--- src/rtl/vga_timing_pkg.sv ---
// Shared VGA raster timing types and defaults.
// Holds 640x480@60 constants, the coordinate width and the phase enum.
package vga_timing_pkg;

  localparam int COORD_W   = 10;
  localparam int MAX_TOTAL = 1 << COORD_W;

  localparam int DEF_H_ACTIVE = 640;
  localparam int DEF_H_FRONT  = 16;
  localparam int DEF_H_SYNC   = 96;
  localparam int DEF_H_BACK   = 48;
  localparam int DEF_V_ACTIVE = 480;
  localparam int DEF_V_FRONT  = 10;
  localparam int DEF_V_SYNC   = 2;
  localparam int DEF_V_BACK   = 33;

  typedef logic [COORD_W-1:0] coord_t;

  typedef enum logic [1:0] {
    PH_ACTIVE,
    PH_FRONT,
    PH_SYNC,
    PH_BACK
  } phase_e;

endpackage

--- src/rtl/vga_axis_counter.sv ---
// One raster axis: wrapping counter plus ACTIVE/FRONT/SYNC/BACK phase FSM.
// Ports: clk, rst, step in; count, phase, wrap, next_count, next_phase out.
module vga_axis_counter
  import vga_timing_pkg::*;
#(
  parameter int ACTIVE = DEF_H_ACTIVE,
  parameter int FRONT  = DEF_H_FRONT,
  parameter int SYNC   = DEF_H_SYNC,
  parameter int BACK   = DEF_H_BACK
) (
  input  logic   clk,
  input  logic   rst,
  input  logic   step,
  output coord_t count,
  output phase_e phase,
  output logic   wrap,
  output coord_t next_count,
  output phase_e next_phase
);

  localparam int     TOTAL    = ACTIVE + FRONT + SYNC + BACK;
  localparam coord_t LAST     = coord_t'(TOTAL - 1);
  localparam coord_t FP_START = coord_t'(ACTIVE);
  localparam coord_t SY_START = coord_t'(ACTIVE + FRONT);
  localparam coord_t BP_START = coord_t'(ACTIVE + FRONT + SYNC);

  if (ACTIVE < 1 || FRONT < 1 || SYNC < 1 || BACK < 1) begin : g_bad_seg
    $error("vga_axis_counter: every segment needs at least one unit");
  end

  assign wrap = (count == LAST);

  // next_* is the value held after the coming edge, so the top can
  // register its outputs coherently with count/phase.
  always_comb begin
    next_count = count;
    next_phase = phase;
    if (step) begin
      next_count = wrap ? '0 : count + coord_t'(1);
      unique case (phase)
        PH_ACTIVE: if (next_count == FP_START) next_phase = PH_FRONT;
        PH_FRONT:  if (next_count == SY_START) next_phase = PH_SYNC;
        PH_SYNC:   if (next_count == BP_START) next_phase = PH_BACK;
        PH_BACK:   if (wrap)                   next_phase = PH_ACTIVE;
      endcase
    end
  end

  always_ff @(posedge clk or posedge rst) begin
    if (rst) begin
      count <= LAST;
      phase <= PH_BACK;
    end else if (step) begin
      count <= next_count;
      phase <= next_phase;
    end
  end

endmodule

--- src/rtl/vga_timing_gen.sv ---
// VGA raster timing source: coordinates, syncs, blanking and strobes.
// Ports: clk, rst, ce in; x, y, h_sync, v_sync, frame_active, line/frame_start out.
module vga_timing_gen
  import vga_timing_pkg::*;
#(
  parameter int   H_ACTIVE = DEF_H_ACTIVE,
  parameter int   H_FRONT  = DEF_H_FRONT,
  parameter int   H_SYNC   = DEF_H_SYNC,
  parameter int   H_BACK   = DEF_H_BACK,
  parameter int   V_ACTIVE = DEF_V_ACTIVE,
  parameter int   V_FRONT  = DEF_V_FRONT,
  parameter int   V_SYNC   = DEF_V_SYNC,
  parameter int   V_BACK   = DEF_V_BACK,
  parameter logic SYNC_POL = 1'b0
) (
  input  logic               clk,
  input  logic               rst,
  input  logic               ce,
  output logic [COORD_W-1:0] x,
  output logic [COORD_W-1:0] y,
  output logic               h_sync,
  output logic               v_sync,
  output logic               frame_active,
  output logic               line_start,
  output logic               frame_start
);

  localparam int H_TOTAL = H_ACTIVE + H_FRONT + H_SYNC + H_BACK;
  localparam int V_TOTAL = V_ACTIVE + V_FRONT + V_SYNC + V_BACK;

  if (H_TOTAL > MAX_TOTAL || V_TOTAL > MAX_TOTAL) begin : g_bad_total
    $error("vga_timing_gen: raster total exceeds coordinate range");
  end

  phase_e h_phase;
  phase_e v_phase;
  phase_e h_nphase;
  phase_e v_nphase;
  coord_t h_ncount;
  coord_t v_ncount;
  logic   h_wrap;
  logic   v_wrap;

  vga_axis_counter #(
    .ACTIVE (H_ACTIVE),
    .FRONT  (H_FRONT),
    .SYNC   (H_SYNC),
    .BACK   (H_BACK)
  ) u_h (
    .clk        (clk),
    .rst        (rst),
    .step       (ce),
    .count      (x),
    .phase      (h_phase),
    .wrap       (h_wrap),
    .next_count (h_ncount),
    .next_phase (h_nphase)
  );

  vga_axis_counter #(
    .ACTIVE (V_ACTIVE),
    .FRONT  (V_FRONT),
    .SYNC   (V_SYNC),
    .BACK   (V_BACK)
  ) u_v (
    .clk        (clk),
    .rst        (rst),
    .step       (ce & h_wrap),
    .count      (y),
    .phase      (v_phase),
    .wrap       (v_wrap),
    .next_count (v_ncount),
    .next_phase (v_nphase)
  );

  // Registered from the next-state values so every output
  // describes the (x,y) visible in the same cycle.
  always_ff @(posedge clk or posedge rst) begin
    if (rst) begin
      h_sync       <= ~SYNC_POL;
      v_sync       <= ~SYNC_POL;
      frame_active <= 1'b0;
      line_start   <= 1'b0;
      frame_start  <= 1'b0;
    end else if (ce) begin
      h_sync       <= (h_nphase == PH_SYNC) ? SYNC_POL : ~SYNC_POL;
      v_sync       <= (v_nphase == PH_SYNC) ? SYNC_POL : ~SYNC_POL;
      frame_active <= (h_nphase == PH_ACTIVE) && (v_nphase == PH_ACTIVE);
      line_start   <= (h_ncount == '0);
      frame_start  <= (h_ncount == '0) && (v_ncount == '0);
    end
  end

endmodule

--- config.mk ---
export PLATFORM = sky130hd
export DESIGN_NAME = vga_timing_gen
export DESIGN_NICKNAME = d
export VERILOG_FILES = /design/src/rtl/vga_timing_pkg.sv /design/src/rtl/vga_axis_counter.sv /design/src/rtl/vga_timing_gen.sv
export SDC_FILE = /design/constraint.sdc
export NUM_CORES = 1
export LEC_CHECK = 0
export BUFFER_PORTS_ARGS = -buffer_cell sky130_fd_sc_hd__buf_2
export CAP_MARGIN = 20
export CORE_MARGIN = 2
export CORE_UTILIZATION = 65
export CTS_BUF_LIST = sky130_fd_sc_hd__clkbuf_8
export DETAILED_ROUTE_END_ITERATION = 8
export PLACE_DENSITY_LB_ADDON = 0.25
export SLEW_MARGIN = 10
export SYNTH_ARGS = -nofsm -noshare
export SYNTH_HDL_FRONTEND = slang
export SYNTH_HIERARCHICAL = 1
export SYNTH_SLANG_ARGS = --single-unit
--- constraint.sdc ---
create_clock -name clk -period 4 [get_ports clk]
set_input_delay 0.4 -clock clk [delete_from_list [all_inputs] [get_ports clk]]
set_output_delay 0.4 -clock clk [all_outputs]
set_load 0.05 [all_outputs]
==> key figures <==
Route
  • Vias: 1928
  • Post-route ant nets: 0
  • WL per Instance: 15.3 um
  • Via density: 6.18
  • Routed WL: 4770 um
  • Drt pass-1 iters: 4
  • DRC: 0
  • Iteration-0 DRC Markers: 256

Worst setup path
  • WP depth: 10
  • Crit path kind: register to register
  • CP startpoint kind: register
  • CP peak stage delay: 0.64 ns
  • R2r startpoint: u_h/count[0]$_DFFE_PP1P_
  • Most used cell, CP: nand2_1
  • CP top delay family: simple AND/OR/NAND/NOR gates
  • Req. time, crit path: 4.23 ns
  • Worst Setup End Kind: register
  • Slowest CP cell: dfstp_2
  • Cells along the critical path: ha_1 -> and4_4 -> and2_2 -> nand2_1 -> nand2_1 -> o21ai_0 -> or2_2 -> a41o_1 -> nor4_1 -> mux2_2
  • Crit path DAT: 3.31 ns
  • CP Launch Point: u_h/count[0]$_DFFE_PP1P_
  • Buf+Inv Stages, Crit Path: 0
  • Worst-path fanout max: 24
  • Cell depth of the worst flop-to-flop path: 10

Logic synthesis
  • Syn Inst Count: 254
  • Post-synthesis register bit count: 29
  • Yosys top cell by area: dfstp_2
  • Synth unique cells: 59
  • Synth Net Count: 262
  • Largest cells by area after synthesis: dfstp_2, dfrtp_1, xnor2_1, o21ai_0, nand2_1
  • Ys flop type: dfstp_2
  • Syn_area_per_cell: 9.05 um2
  • Synth async-reset ratio: 100%
  • Yosys warns: 6
  • Mapped cell area: 2300 um2
  • Register area share after synthesis: 32.4%
  • Number of synthesized flops with an enable pin: 0
  • Yosys top cell area share: 18.3%

STA
  • Rel. slew slack: 65.4%
  • Slew Viols, Final: 0
  • Final min period: 3.08 ns
  • Fin crit share: 77.0%
  • Peak Freq: 0.325 GHz
  • Final Hold Fails: 0
  • Clk_skew: 0.00731 ns
  • RSZ-0062 raised after global routing: false
  • Worst-Margin Slew: 0.518 ns
  • Setup Viol. Count Final: 0
  • Final TNS setup: 0 ns

Global route
  • Vias in the first global route: 1750
  • GRT overflow: 0
  • Initial antenna violation count: 0
  • Global-route wire length before repair: 8320 um
  • Busiest grt layer: met2
  • Met1 GRT Util: 37.9%
  • Met3 global-route usage: 6.61%
  • Largest net degree at the start of global routing: 28
  • GRT Total Usage: 26.5%
  • M2 GR Usage: 38.2%

Finish
  • Filler cells: 285
  • Post-Layout Cell Count: 312
  • Reg area: 746 um2
  • N_diodes: 0
  • Fraction of layout cells with a size suffix above 1: 28.2%
  • Final nets: 273
  • Commonest non-fill, non-tap cell in the layout: nand2_1
  • Multi-input gate area: 1330 um2
  • P&R area growth vs syn: 5.17%
  • Most frequent cells in the layout: nand2_1, buf_2, o21ai_0

CTS
  • Clock transition at the registers of the reported paths: 0.06 ns
  • Cts hold-fix bufs: 0
  • Clock root buffer: clkbuf_8
  • Post-CTS sizing: 0
  • Clock latency at the later pin of the worst-skew pair: 0.29 ns
  • H-tree depth: 2
  • Sink Count: 29
  • Number of buffers created by CTS: 5
  • Clk buf depth: 2
  • Post CTS Setup Buffer Count: 0
  • CTS tree: built

Placed design
  • Dpl hpwl: 3440 um
  • Dpl cells: 304
  • Port bufs: 27
  • Gp weighted congestion: 0.892

Die
  • Rows: 21
  • Initial core utilization: 68.3%
  • Die Width: 63.5 um
  • # IOs: 28
  • Full die area: 4030 um2
  • Core area: 3360 um2
  • Die span in y: 63.5 um

Power and ir drop
  • Maximum VDD drop: 0.457 mV
  • Pleak: 1.00 nW
  • Power Dens Cells: 452 nW/um2

Run
  • Maxcap violations: 0

Min path
  • Hold Path Class: input pin to async pin

Outcome
  • Status: complete, no violations
## Yosys cell counts (all sizes together), types with 3 or more instances
cell     instances
a21oi            3
dfstp           16
o31ai            3
and2             3
or4              3
dfrtp           13
nand4            6
nand3           15
a41oi            4
inv             12
a2bb2oi          3
clkbuf           7
a21o             4
nand2           29
ha               5
xor2             3
buf             17
nor2            11
o22ai            4
mux2             5
and3             4
o21ai           26
a211oi           5
nor4             5
xnor2           16
nor3             7
## power by group
part / internal (mW) / switching (mW) / total, mW
Combinational: 0.133 / 0.251 / 0.384
Sequential: 0.347 / 0.0924 / 0.439
Clock: 0.155 / 0.114 / 0.269
## cell type report
type                            count  share of cell area [%]
Sequential cell                    29                    30.8
Timing Repair Buffer               28                    5.90
Tap cell                           46                    2.38
Clock buffer                        7                    3.99
Inverter                           12                    1.86
Clock inverter                      1                   0.207
Multi-Input combinational cell    189                    54.8
## sequential cells by signal, summed over array words and instances, names as in the netlist
register / count
u_v/phase: 2
u_v/count: 10
u_h/phase: 2
v_sync: 1
line_start: 1
frame_active: 1
u_h/count: 10
h_sync: 1
frame_start: 1
## routing by layer
metal | routed length (um) | up-vias | part of all wire [%]
met5 | 0 | - | 0
met4 | 76 | 0 | 1.6
met3 | 301 | 7 | 6.3
met2 | 2170 | 57 | 46
met1 | 2220 | 924 | 47
li1 | - | 940 | -
## path summary, 6_finish.rpt
check / to / slack, ns
min: line_start$_DFFE_PP0P_ / 0.007
max reg2reg: frame_active$_DFFE_PP0P_ / 0.92
min in group clk: v_sync$_DFFE_PP1P_ / 0.49
max: frame_active$_DFFE_PP0P_ / 0.92
min reg2reg: v_sync$_DFFE_PP1P_ / 0.49
max in group asynchronous: u_v/count[2]$_DFFE_PP1P_ / 3.49
## per-stage QoR
stage	total power [mW]	hold slack [ns]	util (%)	setup slack (ns)	instance area, um2
floorplan	0.808	0.177	-	1.18	2300
CTS	1.10	0.0109	71.9	0.945	2420
detailed placement	0.824	0.319	68.9	0.977	2320
global route	1.16	0.0303	71.9	0.701	2420
finish	1.09	0.00733	71.9	0.919	2420
global placement	0.817	0.314	68.9	1.07	2320
## logic make-up after synthesis
group | share of synthesized area [%]
buf+inv | 9.91
flops | 32.4
xor+xnor | 7.24
simple gates | 25.4
compound gates | 19.8
fa+ha+maj | 2.72
mux | 2.45
No activity file was read; power rests on OpenSTA's default activity.
